### config.mk
export PLATFORM = sky130hd
export DESIGN_NAME = memory_scheduler
export DESIGN_NICKNAME = d
export VERILOG_FILES = /design/src/rtl/memory_scheduler_pkg.sv /design/src/rtl/memory_scheduler_select.sv /design/src/rtl/memory_scheduler.sv
export SDC_FILE = /design/constraint.sdc
export NUM_CORES = 1
export LEC_CHECK = 0
export BUFFER_PORTS_ARGS = -buffer_cell sky130_fd_sc_hd__buf_2
export CAP_MARGIN = 10
export CORE_UTILIZATION = 46
export CTS_CLUSTER_DIAMETER = 80
export DETAILED_ROUTE_END_ITERATION = 16
export HOLD_SLACK_MARGIN = 0.05
export PLACE_DENSITY_LB_ADDON = 0.25
export SETUP_SLACK_MARGIN = 0.3
export SLEW_MARGIN = 20
export SYNTH_ARGS = -nofsm -noshare
export SYNTH_HDL_FRONTEND = slang
export SYNTH_HIERARCHICAL = 1
export SYNTH_SLANG_ARGS = --single-unit
export TNS_END_PERCENT = 5
### constraint.sdc
create_clock -name clock -period 3.61 [get_ports clock]
set_input_delay 0.722 -clock clock [delete_from_list [all_inputs] [get_ports clock]]
set_output_delay 0.722 -clock clock [all_outputs]
set_load 0.02 [all_outputs]
### src/rtl/memory_scheduler_pkg.sv
// Shared types and constants for the multi-port memory scheduler.
// The request record is used for the per-port latches and the issued-request copy.
package memory_scheduler_pkg;

  localparam int unsigned ADDR_W = 32;
  localparam int unsigned DATA_W = 32;
  localparam int unsigned STRB_W = 4;
  localparam int unsigned AGE_W  = 4;
  localparam int unsigned OWN_W  = 3;

  typedef enum logic [0:0] {
    ST_IDLE = 1'b0,
    ST_BUSY = 1'b1
  } state_e;

  typedef struct packed {
    logic              valid;
    logic              instr;
    logic [ADDR_W-1:0] addr;
    logic [DATA_W-1:0] wdata;
    logic [STRB_W-1:0] wstrb;
  } req_t;

  // Saturating age increment; a port never ages past the promotion threshold.
  function automatic logic [AGE_W-1:0] age_inc(input logic [AGE_W-1:0] age,
                                               input logic [AGE_W-1:0] limit);
    return (age >= limit) ? limit : age + AGE_W'(1);
  endfunction

endpackage

### src/rtl/memory_scheduler_select.sv
// Winner selection: the lowest-index starved port first, otherwise the lowest-index pending port.
module memory_scheduler_select
  import memory_scheduler_pkg::*;
#(
  parameter int unsigned NPORT        = 3,
  parameter int unsigned STARVE_LIMIT = 4
) (
  input  logic [NPORT-1:0]            pending_i,
  input  logic [NPORT-1:0][AGE_W-1:0] age_i,
  output logic [OWN_W-1:0]            winner_o,
  output logic                        any_o
);

  logic starved_found;

  // Scan downwards so that the lowest matching index is the last one written.
  always_comb begin : p_select
    winner_o      = '0;
    starved_found = 1'b0;
    for (int i = NPORT - 1; i >= 0; i--) begin
      if (pending_i[i] && (age_i[i] == AGE_W'(STARVE_LIMIT))) begin
        winner_o      = OWN_W'(i);
        starved_found = 1'b1;
      end
    end
    if (!starved_found) begin
      for (int i = NPORT - 1; i >= 0; i--) begin
        if (pending_i[i]) begin
          winner_o = OWN_W'(i);
        end
      end
    end
  end

  assign any_o = |pending_i;

endmodule

### src/rtl/memory_scheduler.sv
// Shares one single-outstanding memory port between NPORT latched requesters,
// with fixed priority plus aging, zero-cycle issue from IDLE and back-to-back issue on completion.
module memory_scheduler
  import memory_scheduler_pkg::*;
#(
  parameter int unsigned NPORT        = 3,
  parameter int unsigned STARVE_LIMIT = 4
) (
  input  logic                    clock,
  input  logic                    reset,
  input  logic [NPORT-1:0]        req_valid,
  input  logic [NPORT-1:0]        req_instr,
  input  logic [ADDR_W*NPORT-1:0] req_addr,
  input  logic [DATA_W*NPORT-1:0] req_wdata,
  input  logic [STRB_W*NPORT-1:0] req_wstrb,
  output logic [DATA_W*NPORT-1:0] req_rdata,
  output logic [NPORT-1:0]        req_ready,
  output logic                    memory_valid,
  output logic                    memory_instr,
  output logic [ADDR_W-1:0]       memory_addr,
  output logic [DATA_W-1:0]       memory_wdata,
  output logic [STRB_W-1:0]       memory_wstrb,
  input  logic [DATA_W-1:0]       memory_rdata,
  input  logic                    memory_ready,
  output logic                    busy,
  output logic [OWN_W-1:0]        owner
);

  typedef struct packed {
    state_e                      state;
    logic [OWN_W-1:0]            owner;
    req_t                        cur;
    req_t [NPORT-1:0]            latch;
    logic [NPORT-1:0][AGE_W-1:0] age;
  } regs_t;

  regs_t r_q, r_d;

  req_t [NPORT-1:0] eff_req;
  logic [NPORT-1:0] pending;
  logic [OWN_W-1:0] winner;
  logic             any_pending;
  logic             done;
  logic             grant_evt;
  logic             grant;
  req_t             win_req;
  req_t             mem_out;

  // A fresh request bypasses (and overrides) the latch in the cycle it arrives.
  always_comb begin : p_eff
    for (int i = 0; i < NPORT; i++) begin
      eff_req[i] = r_q.latch[i];
      if (req_valid[i]) begin
        eff_req[i].valid = 1'b1;
        eff_req[i].instr = req_instr[i];
        eff_req[i].addr  = req_addr[ADDR_W*i +: ADDR_W];
        eff_req[i].wdata = req_wdata[DATA_W*i +: DATA_W];
        eff_req[i].wstrb = req_wstrb[STRB_W*i +: STRB_W];
      end
      pending[i] = eff_req[i].valid;
    end
  end

  memory_scheduler_select #(
    .NPORT        (NPORT),
    .STARVE_LIMIT (STARVE_LIMIT)
  ) u_select (
    .pending_i (pending),
    .age_i     (r_q.age),
    .winner_o  (winner),
    .any_o     (any_pending)
  );

  always_comb begin : p_win
    done      = (r_q.state == ST_BUSY) && memory_ready;
    grant_evt = (r_q.state == ST_IDLE) || done;
    grant     = grant_evt && any_pending;
    win_req   = '0;
    for (int i = 0; i < NPORT; i++) begin
      if (winner == OWN_W'(i)) begin
        win_req = eff_req[i];
      end
    end
  end

  always_comb begin : p_next
    r_d = r_q;
    if (grant_evt) begin
      r_d.state = grant ? ST_BUSY : ST_IDLE;
      r_d.cur   = grant ? win_req : '0;
      if (grant) begin
        r_d.owner = winner;
      end
    end
    for (int i = 0; i < NPORT; i++) begin
      if (grant && (winner == OWN_W'(i))) begin
        r_d.latch[i] = '0;
      end else if (req_valid[i]) begin
        r_d.latch[i] = eff_req[i];
      end
      // Ages only move at grant events; losers age, everyone else restarts at zero.
      if (grant_evt) begin
        if (pending[i] && !(grant && (winner == OWN_W'(i)))) begin
          r_d.age[i] = age_inc(r_q.age[i], AGE_W'(STARVE_LIMIT));
        end else begin
          r_d.age[i] = '0;
        end
      end
    end
  end

  always_ff @(posedge clock) begin : p_regs
    if (reset) begin
      r_q <= '0;
    end else begin
      r_q <= r_d;
    end
  end

  // Memory side: held copy while waiting, otherwise the fresh winner.
  always_comb begin : p_mem
    mem_out = '0;
    if (!reset) begin
      if ((r_q.state == ST_BUSY) && !memory_ready) begin
        mem_out = r_q.cur;
      end else if (grant) begin
        mem_out = win_req;
      end
    end
  end

  assign memory_valid = mem_out.valid;
  assign memory_instr = mem_out.instr;
  assign memory_addr  = mem_out.addr;
  assign memory_wdata = mem_out.wdata;
  assign memory_wstrb = mem_out.wstrb;

  always_comb begin : p_resp
    req_ready = '0;
    req_rdata = '0;
    if (!reset && done) begin
      for (int i = 0; i < NPORT; i++) begin
        if (r_q.owner == OWN_W'(i)) begin
          req_ready[i]                    = 1'b1;
          req_rdata[DATA_W*i +: DATA_W] = memory_rdata;
        end
      end
    end
  end

  assign busy  = !reset && (r_q.state == ST_BUSY);
  assign owner = reset ? '0 : r_q.owner;

  // A requester may only re-request once its previous request has completed.
  for (genvar g = 0; g < NPORT; g++) begin : g_chk
    a_single_outstanding: assert property (@(posedge clock) disable iff (reset)
      !(req_valid[g] && (r_q.latch[g].valid ||
        ((r_q.state == ST_BUSY) && (r_q.owner == OWN_W'(g)) && !memory_ready))));
  end

endmodule

# Word level (Yosys, flattened, before mapping)
# Cells that the tools add are included.
totals:
  in_bits: 245
  output_inout_bits: 173
  elab_cells: 101
  regBits: 296
classes:
  mux: 35
  n_reduce_logical: 27
  n_eq_ne: 7
  bitwise: 1
  n_addsub: 3
  n_lt_le_gt_ge: 3
op_table:
  columns: ["op", "n"]
  rows:
  - ["70-bit 2-to-1 mux", 9]
  - ["32-bit 2-to-1 mux", 3]
  - ["96-bit 2-to-1 mux", 1]
  - ["4-bit 2-to-1 mux", 6]
  - ["1-bit logical AND", 14]
  - ["4-bit by 1-bit adder with 4-bit output (second input constant)", 3]
  - ["4-bit by 3-bit == test with 1-bit output (second input constant)", 3]
  - ["4-bit by 3-bit greater-or-equal comparator with 1-bit output (second input constant)", 3]
  - ["2-bit 2-to-1 mux", 6]
  - ["3-bit 2-to-1 mux", 3]
  - ["1-bit 2-to-1 mux", 7]
  - ["3-bit by 1-bit == test with 1-bit output (second input constant)", 2]
  - ["3-bit by 2-bit == test with 1-bit output (second input constant)", 2]
  - ["3-bit logical NOT", 2]
  - ["2-bit OR reduction", 3]
  - ["1-bit logical NOT", 5]
  - ["3-bit OR reduction", 1]
  - ["2-bit AND reduction", 1]
  - ["1-bit logical OR", 1]
  - ["1-bit NOT", 1]

# Depth between registers and ports, before layout
depth:
  word_depth: 16
  mapped_depth: 14
  ltp_nobuf: 9

# Cells and area by module
# Netlist, hierarchy kept.
by_module_without_submodules:
  columns: ["module", "cells_per_inst", "n_inst", "seq_area_each_um2", "area_per_inst_um2"]
  rows:
  - ["memory_scheduler", 1348, 1, 5925.7, 12947.4]
  - ["memory_scheduler_select", 14, 1, 0.0, 108.9]

# Worst setup path before layout
# No wires, ideal clock.
synth_timing:
  path_kind: "input to output"
  from: "input req_valid[2]"
  to: "output memory_addr[24]"
  arrival_ns: 2.979
  stages: 11
  required_time_ns: 2.888
  setup_slack_ns: -0.091
  n_path_buf: 4
  cell_sequence: "clkbuf_1 buf_2 nor2_1 inv_1 a211o_1 a21oi_1 or3b_1 clkbuf_1 buf_2 o21ai_1 a22o_1"
synth_rtl:
  columns: ["item", "line", "rtl"]
  rows:
  - ["start, declared", "memory_scheduler.sv:11", "input logic [NPORT-1:0] req_valid,"]
  - ["end, declared", "memory_scheduler.sv:20", "output logic [ADDR_W-1:0] memory_addr,"]

# Worst setup path in the final report
layout_timing:
  from: "register r_q[9] (netlist name)"
  to: "output memory_addr[2]"
layout_via:
  elab_chain_len: 16
  elab_cells_between_ends: 21
  cone_classes: "3 x eq/ne; 16 x mux; 2 x reduce/logical"
layout_rtl:
  columns: ["item", "line", "rtl"]
  rows:
  - ["start, declared", "memory_scheduler.sv:37", "regs_t r_q, r_d;"]
  - ["start signal, assigned", "memory_scheduler.sv:116", "r_q <= r_d;"]
  - ["4-bit by 3-bit == test with 1-bit output *", "memory_scheduler_select.sv:21", "if (pending_i[i] && (age_i[i] == AGE_W'(STARVE_LIMIT))) begin"]
  - ["1-bit logical AND *", "memory_scheduler_select.sv:21", null]
  - ["2-bit 2-to-1 mux (3 in series)", "memory_scheduler_select.sv:21", null]
  - ["2-bit 2-to-1 mux (3 in series)", "memory_scheduler_select.sv:28", "if (pending_i[i]) begin"]
  - ["3-bit 2-to-1 mux *", "memory_scheduler_select.sv:26", "if (!starved_found) begin"]
  - ["named net winner[1]", "memory_scheduler.sv:41", "logic [OWN_W-1:0] winner;"]
  - ["3-bit logical NOT", "memory_scheduler.sv:80", "if (winner == OWN_W'(i)) begin"]
  - ["70-bit 2-to-1 mux (2 in series)", "memory_scheduler.sv:80", null]
  - ["70-bit 2-to-1 mux *", "memory_scheduler.sv:80", null]
  - ["70-bit 2-to-1 mux *", "memory_scheduler.sv:126", "end else if (grant) begin"]
  - ["70-bit 2-to-1 mux *", "memory_scheduler.sv:124", "if ((r_q.state == ST_BUSY) && !memory_ready) begin"]
  - ["70-bit 2-to-1 mux *", "memory_scheduler.sv:123", "if (!reset) begin"]
# The timed path passes the listed nets; every way through them passes the cells marked *.

==> metrics <==
max reg flops 296; maximum clock frequency around 0.28 GHz; RSZ-0062 raised after global routing yes; Core Footprint between 20000 and 30000 sq um; area of the mapped netlist approximately 13000 sq um; Pwr Total between 0.007 and 0.008 W; initial drt markers 550; largest net degree at the start of global routing 77; Filler cells 2383; Max Slew Vio Count 0; Comb pwr share between 10% and 20%; Vias between 10000 and 15000; H-tree depth 1; Syn Nets approximately 1600; port buffer count between 400 and 500; Wirelength per Cell 18.8 microns; r2r setup slk between 700 and 800 ps; Root Buffer clkbuf_16; share of cells above drive strength 1 a little under two fifths; Total GRT Usage 26.7%; initial antenna violation count 10; HPWL Detailed around 26000 microns; multi-input logic area slightly below 7000 sq um; DRT antenna net count 0; most common cell after layout, fill and taps aside buf_2; DR WL met2 about 19000 microns; Sw Share between 20% and 30%; Flop pwr share around 45%; clock share of power 39.1%; crit-path max FO 11; DRC Markers 0; DRT Pass-1 Iters 5; post-route clock skew 21.4 ps; global route overflow 0; TNS Setup 0 ps; die area 29100 sq um; type of origin of the critical path flop; Initial Util between 40 and 50%; Cell Area, Placed 15600 sq um; routed wl met3 2900 microns; hold buffers post-CTS 0; Seq/Total Area, Yosys between 40% and 50%; fin nets between 2000 and 2500; placed cell count about 2100; vias in the first global route about 11000; Worst EP required ~2900 ps; NetSw ~0.0021 W; Core Rows 61; CTS Buffer Depth 3; measured slew at the worst slew-check pin between 700 and 800 ps; #FFs+latches synth 296; crit-path cells nor4b_4 > o21ai_1 > a211oi_4 > nor3b_4 > buf_6 > buf_12 > clkbuf_16 > a21oi_1 > a22o_1 > buf_2; final hold violations 0; clock sink count between 200 and 300; Clock Latency Late Sink a little under 600 ps; Die H ~170 microns; post-route design area around 17000 sq um; yosys warns 6; Synth Instances ~1400; status complete, no violations; GP Congestion between 0.8 and 0.9; # Max-Cap Violations 0; Final Setup Violations 0; M1 WL approximately 17000 microns; critical path data arrival time around 2900 ps; commonest cells after routing, fill and taps aside buf_2, dfxtp_1, nor2_1, a22o_1, mux2i_1; largest register by flop count r_q; Layout Area Growth over Synthesis 33.5%; post-layout min period 3610 ps; kind of critical path flop to output pin; IO Count between 400 and 500; Internal Power between 0.005 and 0.006 W; Final period util ~100%; largest registers r_q (296); final WL ~41000 microns; slowest CP cell dfxtp_4; relative slew slack a little over 50%; mean post-synth cell area between 9 and 10 sq um; fin cells 2167; FF+latch area ~5900 sq um; post-synth cell types 43; Setup crit end kind output pin; VDD IR max around 0.43 mV; PD cells 456 nW/um^2; CTS tree built; fin util between 60% and 70%; first-pass GRT wire length approximately 61000 microns; Top Layer Used met5; Worst-path clk slew 60 ps; Hold Path Class input pin to flop; leakage 8.14 nW; vias per cell ~5.4; die width between 150 and 200 microns; cts bufs inserted 31; Crit path largest cell delay ~350 ps
metal layers:
metal | GRT usage, % | vias up
met2 | 45.3 | 372
li1 | - | 5609
met3 | 6.21 | 70
met1 | 33.9 | 5561
met4 | 7.13 | 8
met5 | 0 | -
worst max-delay path: cells and delay by family (launching register included):
kind / cells / cell delay [ps]
AND/OR/NAND/NOR: 2 / 570
flip-flops: 1 / 350
AO/OA/AOI/OAI: 4 / 740
buffers and inverters: 4 / 640
per-stage QoR:
| stage | hold WS (ps) | worst slack (ps) |
|---|---|---|
| after floorplan | 445 | 187 |
| after global placement | 461 | -108 |
| after detailed placement | 465 | -64.2 |
| after CTS | 402 | 4.04 |
| after global routing | 415 | -105 |
| final | 418 | 4.62 |
final cells by class:
type	instances	share of cell area, %
sequential	296	34.1
multi-input combinational	948	39.6
antenna	5	0.0718
tap	378	2.71
timing repair buffer	481	17.8
clock inverter	7	0.337
clock buffer	48	5.33
inverter	4	0.0861
final timing paths:
kind / startpoint / endpoint / cells after the start
setup reg to reg: r_q[81] / r_q[43] / 14
setup / recovery: r_q[9] / memory_addr[2] / 10
hold / removal: req_wdata[51] / r_q[105] / 3
hold reg to reg: r_q[286] / r_q[286] / 1
power groups by stage:
stage,Sequential (W),Clock [W],Combinational (W)
after floorplan,0.00359,0,0.000777
after global placement,0.00360,0,0.00116
after detailed placement,0.00361,0,0.00118
after CTS,0.00354,0.00316,0.00127
after global routing,0.00356,0.00328,0.00142
final,0.00354,0.00311,0.00130
cells in the mapped netlist:
library cell	instances	area share, %
nor2_1	155	4.5
a21o_1	1	0.058
nand3b_1	1	0.058
ha_1	3	0.29
buf_2	60	2.3
nor2b_1	74	3.5
a2111oi_0	1	0.067
a22o_1	141	9.5
dfxtp_1	296	45
o21ai_0	70	2.7
buf_1	1	0.029
a211o_1	1	0.067
clkbuf_1	44	1.3
nor3b_1	2	0.11
conb_1	1	0.029
inv_1	4	0.11
nor3b_2	2	0.19
a31o_2	1	0.067
o21a_1	1	0.058
a32o_1	2	0.15
o21bai_2	1	0.086
nand2b_1	1	0.048
or3_1	1	0.048
a211oi_2	1	0.096
nand4bb_4	1	0.21
or3b_1	1	0.067
nor4_1	3	0.14
buf_4	9	0.52
a21oi_1	79	3.0
and2_1	99	4.7
nand2_1	11	0.32
nand3_1	5	0.19
nor3_2	1	0.077
nor4b_2	2	0.23
nor3_1	3	0.11
buf_6	1	0.086
mux2_2	69	6.0
or2_2	1	0.048
o22a_1	1	0.067
nor4b_4	1	0.18
o31ai_1	1	0.058
o21ai_1	71	2.7
mux2i_1	138	11
cells by family after synthesis:
kind of cell | after synthesis | synth area share (%)
simple gates | 364 | 14.8
buf+inv | 119 | 4.31
flops | 296 | 45.4
other cells | 1 | 0.0287
compound gates | 372 | 18.7
mux | 207 | 16.5
fa+ha+maj | 3 | 0.288
repair_timing:
item / in CTS / in global routing
setup endpoints to repair: 70 / 70
buffers inserted: 15 / 3
endpoints found under the hold margin: 0 / 0
resized for setup: 99 / 40
gates cloned: 4 / 3
pin swaps: 27 / 15
(Power assumes the default switching activity.)
